**config.mk**
```make
export PLATFORM = sky130hd
export DESIGN_NAME = store_check_monitor
export DESIGN_NICKNAME = d
export VERILOG_FILES = /design/src/rtl/store_check_monitor.sv
export SDC_FILE = /design/constraint.sdc
export NUM_CORES = 1
export LEC_CHECK = 0
export BUFFER_PORTS_ARGS = -buffer_cell sky130_fd_sc_hd__clkbuf_2
export CAP_MARGIN = 30
export CORE_ASPECT_RATIO = 1.2
export CORE_MARGIN = 5
export CORE_UTILIZATION = 45
export CTS_CLUSTER_DIAMETER = 50
export DETAILED_ROUTE_END_ITERATION = 10
export PLACE_DENSITY = 0.69
export SLEW_MARGIN = 30
export SYNTH_ARGS = -nofsm -noshare
export SYNTH_HDL_FRONTEND = slang
export SYNTH_SLANG_ARGS = --single-unit
```
**constraint.sdc**
```tcl
create_clock -name clk -period 4.5 [get_ports clk]
set_input_delay 0.9 -clock clk [delete_from_list [all_inputs] [get_ports clk]]
set_output_delay 0.9 -clock clk [all_outputs]
set_load 0.01 [all_outputs]
```
**src/rtl/store_check_monitor.sv**
```systemverilog
// store_check_monitor: watches the data-memory store bus of the single-cycle
// MIPS core and latches a sticky pass / fail / timeout verdict. Every output
// comes straight from a flip-flop.
module store_check_monitor #(
    parameter logic [31:0] PASS_ADDR      = 32'd84,
    parameter logic [31:0] PASS_DATA      = 32'd7,
    parameter logic [31:0] IGNORE_ADDR    = 32'd80,
    parameter int          TIMEOUT_CYCLES = 1000,
    parameter int          CNT_W          = 16
) (
    input  logic             clk,
    input  logic             reset,
    input  logic             memwrite,
    input  logic [31:0]      dataadr,
    input  logic [31:0]      writedata,
    output logic             done,
    output logic             pass,
    output logic             fail,
    output logic             timeout,
    output logic [CNT_W-1:0] store_count,
    output logic [CNT_W-1:0] cycle_count,
    output logic [31:0]      err_addr,
    output logic [31:0]      err_data
);

    // The timeout counter is separate from the saturating cycle counter, so a
    // narrow CNT_W can never hide or delay the timeout.
    localparam int          TW      = $clog2(TIMEOUT_CYCLES + 1);
    localparam logic [TW:0] TMO_VAL = TIMEOUT_CYCLES[TW:0];

    typedef enum logic [1:0] {
        st_run     = 2'd0,
        st_pass    = 2'd1,
        st_fail    = 2'd2,
        st_timeout = 2'd3
    } state_t;

    state_t           state_r;
    state_t           state_next_s;
    logic [CNT_W-1:0] store_count_r;
    logic [CNT_W-1:0] cycle_count_r;
    logic [CNT_W-1:0] store_count_next_s;
    logic [CNT_W-1:0] cycle_count_next_s;
    logic [TW-1:0]    tmo_cnt_r;
    logic [TW-1:0]    tmo_cnt_next_s;
    logic [TW:0]      tmo_inc_s;
    logic             tmo_hit_s;
    logic [31:0]      err_addr_r;
    logic [31:0]      err_data_r;
    logic [31:0]      err_addr_next_s;
    logic [31:0]      err_data_next_s;
    logic             done_r;
    logic             pass_r;
    logic             fail_r;
    logic             timeout_r;

    // Saturating increment: counters stick at all-ones instead of wrapping.
    function automatic logic [CNT_W-1:0] sat_inc(input logic [CNT_W-1:0] v);
        logic [CNT_W-1:0] r;
        if (&v) begin
            r = v;
        end else begin
            r = v + {{(CNT_W-1){1'b0}}, 1'b1};
        end
        return r;
    endfunction

    // Timeout fires on the edge that would bring the run count to TIMEOUT_CYCLES.
    always_comb begin
        tmo_inc_s = {1'b0, tmo_cnt_r} + {{TW{1'b0}}, 1'b1};
        tmo_hit_s = (tmo_inc_s == TMO_VAL);
    end

    // Next-state, counter and capture logic; a store verdict beats a timeout.
    always_comb begin
        state_next_s       = state_r;
        store_count_next_s = store_count_r;
        cycle_count_next_s = cycle_count_r;
        tmo_cnt_next_s     = tmo_cnt_r;
        err_addr_next_s    = err_addr_r;
        err_data_next_s    = err_data_r;
        case (state_r)
            st_run: begin
                cycle_count_next_s = sat_inc(cycle_count_r);
                tmo_cnt_next_s     = tmo_inc_s[TW-1:0];
                if (memwrite == 1'b1) begin
                    store_count_next_s = sat_inc(store_count_r);
                    if (dataadr[1:0] != 2'b00) begin
                        state_next_s = st_fail;
                    end else if ((dataadr == PASS_ADDR) && (writedata == PASS_DATA)) begin
                        state_next_s = st_pass;
                    end else if (dataadr == IGNORE_ADDR) begin
                        state_next_s = st_run;
                    end else begin
                        state_next_s = st_fail;
                    end
                    if (state_next_s != st_run) begin
                        err_addr_next_s = dataadr;
                        err_data_next_s = writedata;
                    end else begin
                        err_addr_next_s = err_addr_r;
                        err_data_next_s = err_data_r;
                    end
                end else if (tmo_hit_s) begin
                    state_next_s = st_timeout;
                end else begin
                    state_next_s = st_run;
                end
            end
            default: begin
                // Terminal verdicts absorb everything until reset.
                state_next_s = state_r;
            end
        endcase
    end

    // State, counters, captured store and decoded verdict flags.
    always_ff @(posedge clk or posedge reset) begin
        if (reset) begin
            state_r       <= st_run;
            store_count_r <= {CNT_W{1'b0}};
            cycle_count_r <= {CNT_W{1'b0}};
            tmo_cnt_r     <= {TW{1'b0}};
            err_addr_r    <= 32'd0;
            err_data_r    <= 32'd0;
            done_r        <= 1'b0;
            pass_r        <= 1'b0;
            fail_r        <= 1'b0;
            timeout_r     <= 1'b0;
        end else begin
            state_r       <= state_next_s;
            store_count_r <= store_count_next_s;
            cycle_count_r <= cycle_count_next_s;
            tmo_cnt_r     <= tmo_cnt_next_s;
            err_addr_r    <= err_addr_next_s;
            err_data_r    <= err_data_next_s;
            done_r        <= (state_next_s != st_run);
            pass_r        <= (state_next_s == st_pass);
            fail_r        <= (state_next_s == st_fail);
            timeout_r     <= (state_next_s == st_timeout);
        end
    end

    assign done        = done_r;
    assign pass        = pass_r;
    assign fail        = fail_r;
    assign timeout     = timeout_r;
    assign store_count = store_count_r;
    assign cycle_count = cycle_count_r;
    assign err_addr    = err_addr_r;
    assign err_data    = err_data_r;

endmodule

```
# [After elaboration in Yosys (flattened, before gate mapping)]
# Index checks and enable logic that the tools add are counted.
[totals] in_bits=67 output_inout_bits=100 wordCells=40 reg_bits=112
[classes] n_reduce_logical=10 n_bitwise=2 muxes=8 n_addsub=3 eq_ne=7
[ops] cell="equality test 32 x 7 -> 1 bit, second input constant" count=2
[ops] cell="adder 16 x 1 -> 16 bit, second input constant" count=2
[ops] cell="equality test 32 x 3 -> 1 bit, second input constant" count=1
[ops] cell="AND reduction 16 bit" count=2
[ops] cell="two-way mux 2 bit" count=8
[ops] cell="adder 10 x 1 -> 11 bit, second input constant" count=1
[ops] cell="equality test 11 x 10 -> 1 bit, second input constant" count=1
[ops] cell="AND reduction 3 bit" count=2
[ops] cell="nonzero test 2 bit" count=3
[ops] cell="equality test 2 bit, second input constant" count=2
[ops] cell="equality test 2 x 1 -> 1 bit, second input constant" count=1
[ops] cell="logical NOT 2 bit" count=1
[ops] cell="inverter 1 bit" count=2
[ops] cell="AND reduction 2 bit" count=1
[ops] cell="logical AND 1 bit" count=1

# [Longest topological paths before layout]
[depth] word_depth=9 depth_mapped=8

# [Worst setup path after synthesis]
# OpenSTA, ideal clock, no wires.
[synth_path] path_kind="in2reg" from="input port dataadr[7]" to="register err_addr_r[0] (netlist: err_addr[0])" t_arrival_ps=2636 setup_slack_ps=1740 t_required_ps=4375 path_buffers=2 cell_stages=7 cell_sequence="nor4b_1 nand4_1 or2_2 clkbuf_1 o21ai_2 buf_6 mux2_2"
[synth_between] elab_chain_len=8 elab_cells_between_ends=10 classes_between="eq/ne (2); mux (5); reduce/logical (3)"
[synth_rtl] element="start: declaration" line_no="14" text="input logic [31:0] dataadr,"
[synth_rtl] element="equality test 32 x 7 -> 1 bit, on equally long branches" line_no="92, 90"
[synth_rtl] element="two-way mux 2 bit or logical AND 1 bit (tied branches)" line_no="92, 90"
[synth_rtl] element="two-way mux 2 bit *" line_no="90" text="end else if ((dataadr == PASS_ADDR) && (writedata == PASS_DATA)) begin"
[synth_rtl] element="two-way mux 2 bit *" line_no="88" text="if (dataadr[1:0] != 2'b00) begin"
[synth_rtl] element="two-way mux 2 bit *" line_no="86" text="if (memwrite == 1'b1) begin"
[synth_rtl] element="two-way mux 2 bit *" line_no="82" text="case (state_r)"
[synth_rtl] element="nonzero test 2 bit *" line_no="97" text="if (state_next_s != st_run) begin"
[synth_rtl] element="AND reduction 3 bit (no source line) *"
[synth_rtl] element="end signal: assignment" line_no="135" text="err_addr_r <= err_addr_next_s;"
[synth_rtl] element="end: declaration" line_no="48" text="logic [31:0] err_addr_r;"
# Every way passes the cells marked *; elsewhere a longest branch is shown, timed or not. The select of a mux whose other input is x is not followed.
# A chain may end at the register's enable or synchronous reset.

# [Worst setup path in the final report]
[layout_path] from="input port dataadr[0]" to="register err_addr_r[10] (netlist: err_addr[10])"
[layout_between] elab_chain_len=8 elab_cells_between_ends=11 classes_between="eq/ne (2); mux (5); reduce/logical (4)"
[layout_rtl] element="equality test 32 x 7 -> 1 bit, on equally long branches" line_no="92, 90"
[layout_rtl] element="two-way mux 2 bit or logical AND 1 bit (tied branches)" line_no="92, 90"
[layout_rtl] element="two-way mux 2 bit" line_no="90"
[layout_rtl] element="two-way mux 2 bit *" line_no="88"
[layout_rtl] element="two-way mux 2 bit *" line_no="86"
[layout_rtl] element="two-way mux 2 bit *" line_no="82"
[layout_rtl] element="nonzero test 2 bit *" line_no="97"
[layout_rtl] element="AND reduction 3 bit (no source line) *"
# Marks and branches as above.

==> results.toml <==
[synth]
ys_warn_count = 0
avgSynthCellArea_um2 = 12.61
yosysTopAreaCell = "dfrtp_1"
ys_ff_latch = 112
yosysSeqAreaShare_pct = 58.17
netlist_top_cells_area = "dfrtp_1 (58%), mux2_2 (15%), xor2_1 (3.5%)"
synth_cell_types = 39
mappedNetlistNets = 452
synth_cells = 382
syn_area_um2 = 4818
synth.top_cell.area_share_pct = 58.17

[power_and_ir_drop]
switchingPower_uw = 556.2
clockPowerShare_pct = 34.1
combPwrFrac_pct = 13.0
power_leakage_uw = 0.002973
pwr-share-seq_pct = 52.9
vdd.ir_drop.worst_uv = 220.0
pwr_density_cell_nw_per_um2 = 359.4
p_int_uw = 1602
swShare_pct = 25.77

[timing]
final_max_slew_viol_count = 0
setup_viol = 0
worst_slack_ps = 1481
tightest_slew_ps = 764.4
finalCriticalPeriod_ps = 3019
max-slew-margin-rel_pct = 47.72
period_share_pct = 67.08
clock.fmax_mhz = 331.3
rsz0062_at_grt = "no"
hold_viol_final = 0
hold-worst-slack_ps = 486.8
fin_skew_ps = 10.44
fin_tns_setup_ps = 0

[setup_path]
crit_type = "input port to flip-flop"
critPathRequiredTime_ps = 4720
worstPathCellList = "clkbuf_2 -> nor4_1 -> nand4_1 -> or2_2 -> o21ai_4 -> buf_4 -> mux2_2"
reg2reg_depth = 5
crit_arrival_ps = 3240
cp_slowest_cell = "buf_4"
r2r_start = "state_r[1]"
cp-end-kind = "flip-flop"
cpPeakStageDelay_ps = 610
reg2reg_slack_ps = 2230
crit_path_max_fanout = 63
crit-reg2reg-capture = "err_addr[10]"
cp-start-kind = "input port"

[routing]
drcViolationCount = 0
num_vias = 3543
drt_first_pass_iters = 4
wl_um = 10560
drt-initial-drc-count = 87
routedWlPerCell_um = 15.44
drtAntennaViolNets = 0
viasPerCell = 5.180

[floorplanning]
die_w_um = 104.5
io_pins = 167
die-area_um2 = 12890
die_h_um = 123.4
rows = 41
core_area_um2 = 10520
initial_core_util_pct = 45.82

[global_routing]
antenna_found_initial = 0
grt_max_degree = 78
grt_first_pass_wirelength_um = 17570
grt_pass1_vias = 3649
grt-ovfl-total = 0
grt_usage_pct = 16.76

[clock_network]
cts_resized = 0
cts_setup_buffers = 0
numCtsBuffers = 9
insertion_delay_ps = 340
clockBufferDepth = 2
clk_pin_slew_ps = 70
cts_max_level = 3
cts_sinks = 112
cts_tree = "yes"
cts_hold_buf = 0
root_buffer = "clkbuf_16"

[finish]
final.fill_count = 901
layout_commonest_cell = "clkbuf_2"
final_layout_size_suffix_gt1_share_pct = 45.41
diodes = 0
final_cell_mix = "clkbuf_2 (166), dfrtp_1 (112), mux2_2 (64)"
area.growth.synth_to_final_pct = 24.67
nets = 620
stdcell_area_um2 = 6007

[placement]
dpl_cell_area_um2 = 5733
numPortBuffers = 166
place.gp.congestion = 0.8120
dp_hpwl_um = 8056
place_ws_ps = 1023

[hold_path]
hold_class = "flip-flop to flip-flop"
min_from = "tmo_cnt_r[9]"
min_to = "tmo_cnt_r[9]"
min_path_cells = 1

[run]
maxCapViolCount = 0

[status]
status = "finished, final reports clean"
-- power by group through the flow --
| stage | logic, uW | registers [uW] | clock network (uW) |
|---|---|---|---|
| after detailed placement | 287 | 1160 | 0 |
| after global placement | 279 | 1160 | 0 |
| after CTS | 287 | 1140 | 761 |
| after global routing | 309 | 1150 | 805 |
| final | 280 | 1140 | 736 |
| after floorplan | 101 | 1190 | 0 |
-- synth_stat cells --
| master | n |
|---|---|
| a2111oi_0 | 1 |
| a211oi_1 | 2 |
| a21boi_0 | 1 |
| a21oi_1 | 3 |
| a222oi_1 | 1 |
| a22o_1 | 1 |
| a22oi_1 | 2 |
| and2_1 | 1 |
| and3_1 | 6 |
| and4_1 | 1 |
| and4b_1 | 1 |
| buf_2 | 1 |
| buf_6 | 8 |
| clkbuf_1 | 2 |
| dfrtp_1 | 112 |
| ha_1 | 3 |
| inv_1 | 9 |
| mux2_2 | 64 |
| mux2i_1 | 1 |
| nand2_1 | 28 |
| nand2b_1 | 2 |
| nand3_1 | 20 |
| nand4_1 | 10 |
| nand4b_1 | 1 |
| nor2_1 | 19 |
| nor3_1 | 15 |
| nor4_1 | 14 |
| nor4b_1 | 3 |
| o21a_1 | 1 |
| o21ai_0 | 3 |
| o21ai_1 | 1 |
| o21ai_2 | 1 |
| or2_1 | 1 |
| or2_2 | 1 |
| or3_1 | 3 |
| or3_4 | 1 |
| xnor2_1 | 18 |
| xnor2_2 | 1 |
| xor2_1 | 19 |
-- final cells by class --
cell class | instances | area, um2 | share of cell area, %
inverter | 9 | 38.79 | 0.6457
sequential | 112 | 2803 | 46.66
multi-input combinational | 250 | 1887 | 31.41
clock buffer | 10 | 229.0 | 3.812
timing repair buffer | 168 | 845.8 | 14.08
clock inverter | 6 | 42.54 | 0.7082
tap | 129 | 161.4 | 2.687
-- worst max path at each step --
stage          slack [ps]  cells after the start        from             end
6_report             1480                      7  dataadr[0]    err_addr[10]
5_1_grt              1260                      7  dataadr[0]     err_addr[4]
4_1_cts              1380                      7  dataadr[0]    err_data[18]
3_5_place_dp         1020                      7  dataadr[0]    err_addr[25]
3_3_place_gp         1060                      7  dataadr[0]    err_addr[10]
2_1_floorplan         640                      1       reset  cycle_count[0]
-- stage by stage --
stage | total power [uW] | cells | utilization, %
detailed placement | 1448 | 668 | 54.52
global route | 2269 | 684 | 57.12
finish | 2159 | 684 | 57.12
global placement | 1439 | 668 | 54.52
floorplan | 1294 | 382 | -
CTS | 2190 | 684 | 57.10
-- critical path, delay by kind of cell --
family / cells / cell delay [ps]
muxes: 1 / 410
buffers and inverters: 2 / 710
AOI/OAI and AO/OA: 1 / 120
and+or+nand+nor: 3 / 1030
-- cell families after synthesis --
| group | synth area share (%) |
|---|---|
| simple gates | 13.58 |
| flops | 58.17 |
| mux | 15.16 |
| xor+xnor | 7.063 |
| buf+inv | 2.830 |
| compound gates | 2.415 |
| fa+ha+maj | 0.7791 |
-- registers in the layout, indices dropped and copies added, names as in the netlist --
name and cells:
cycle_count 16, done 1, err_addr 32, err_data 32, fail 1, pass 1, state_r 2, store_count 16
timeout 1, tmo_cnt_r 10
-- metal layers --
metal  share of wire [%]  wire, um  vias to the layer above  GRT usage (%)
li1                    -         -                     1687              -
met1                  42      4454                     1722          21.48
met2                  49      5183                      113          27.34
met3                 5.9       624                       21          3.446
met4                 2.8       295                        0          8.097
met5                   0         0                        -              0
No activity file was read; power rests on OpenSTA's default activity.
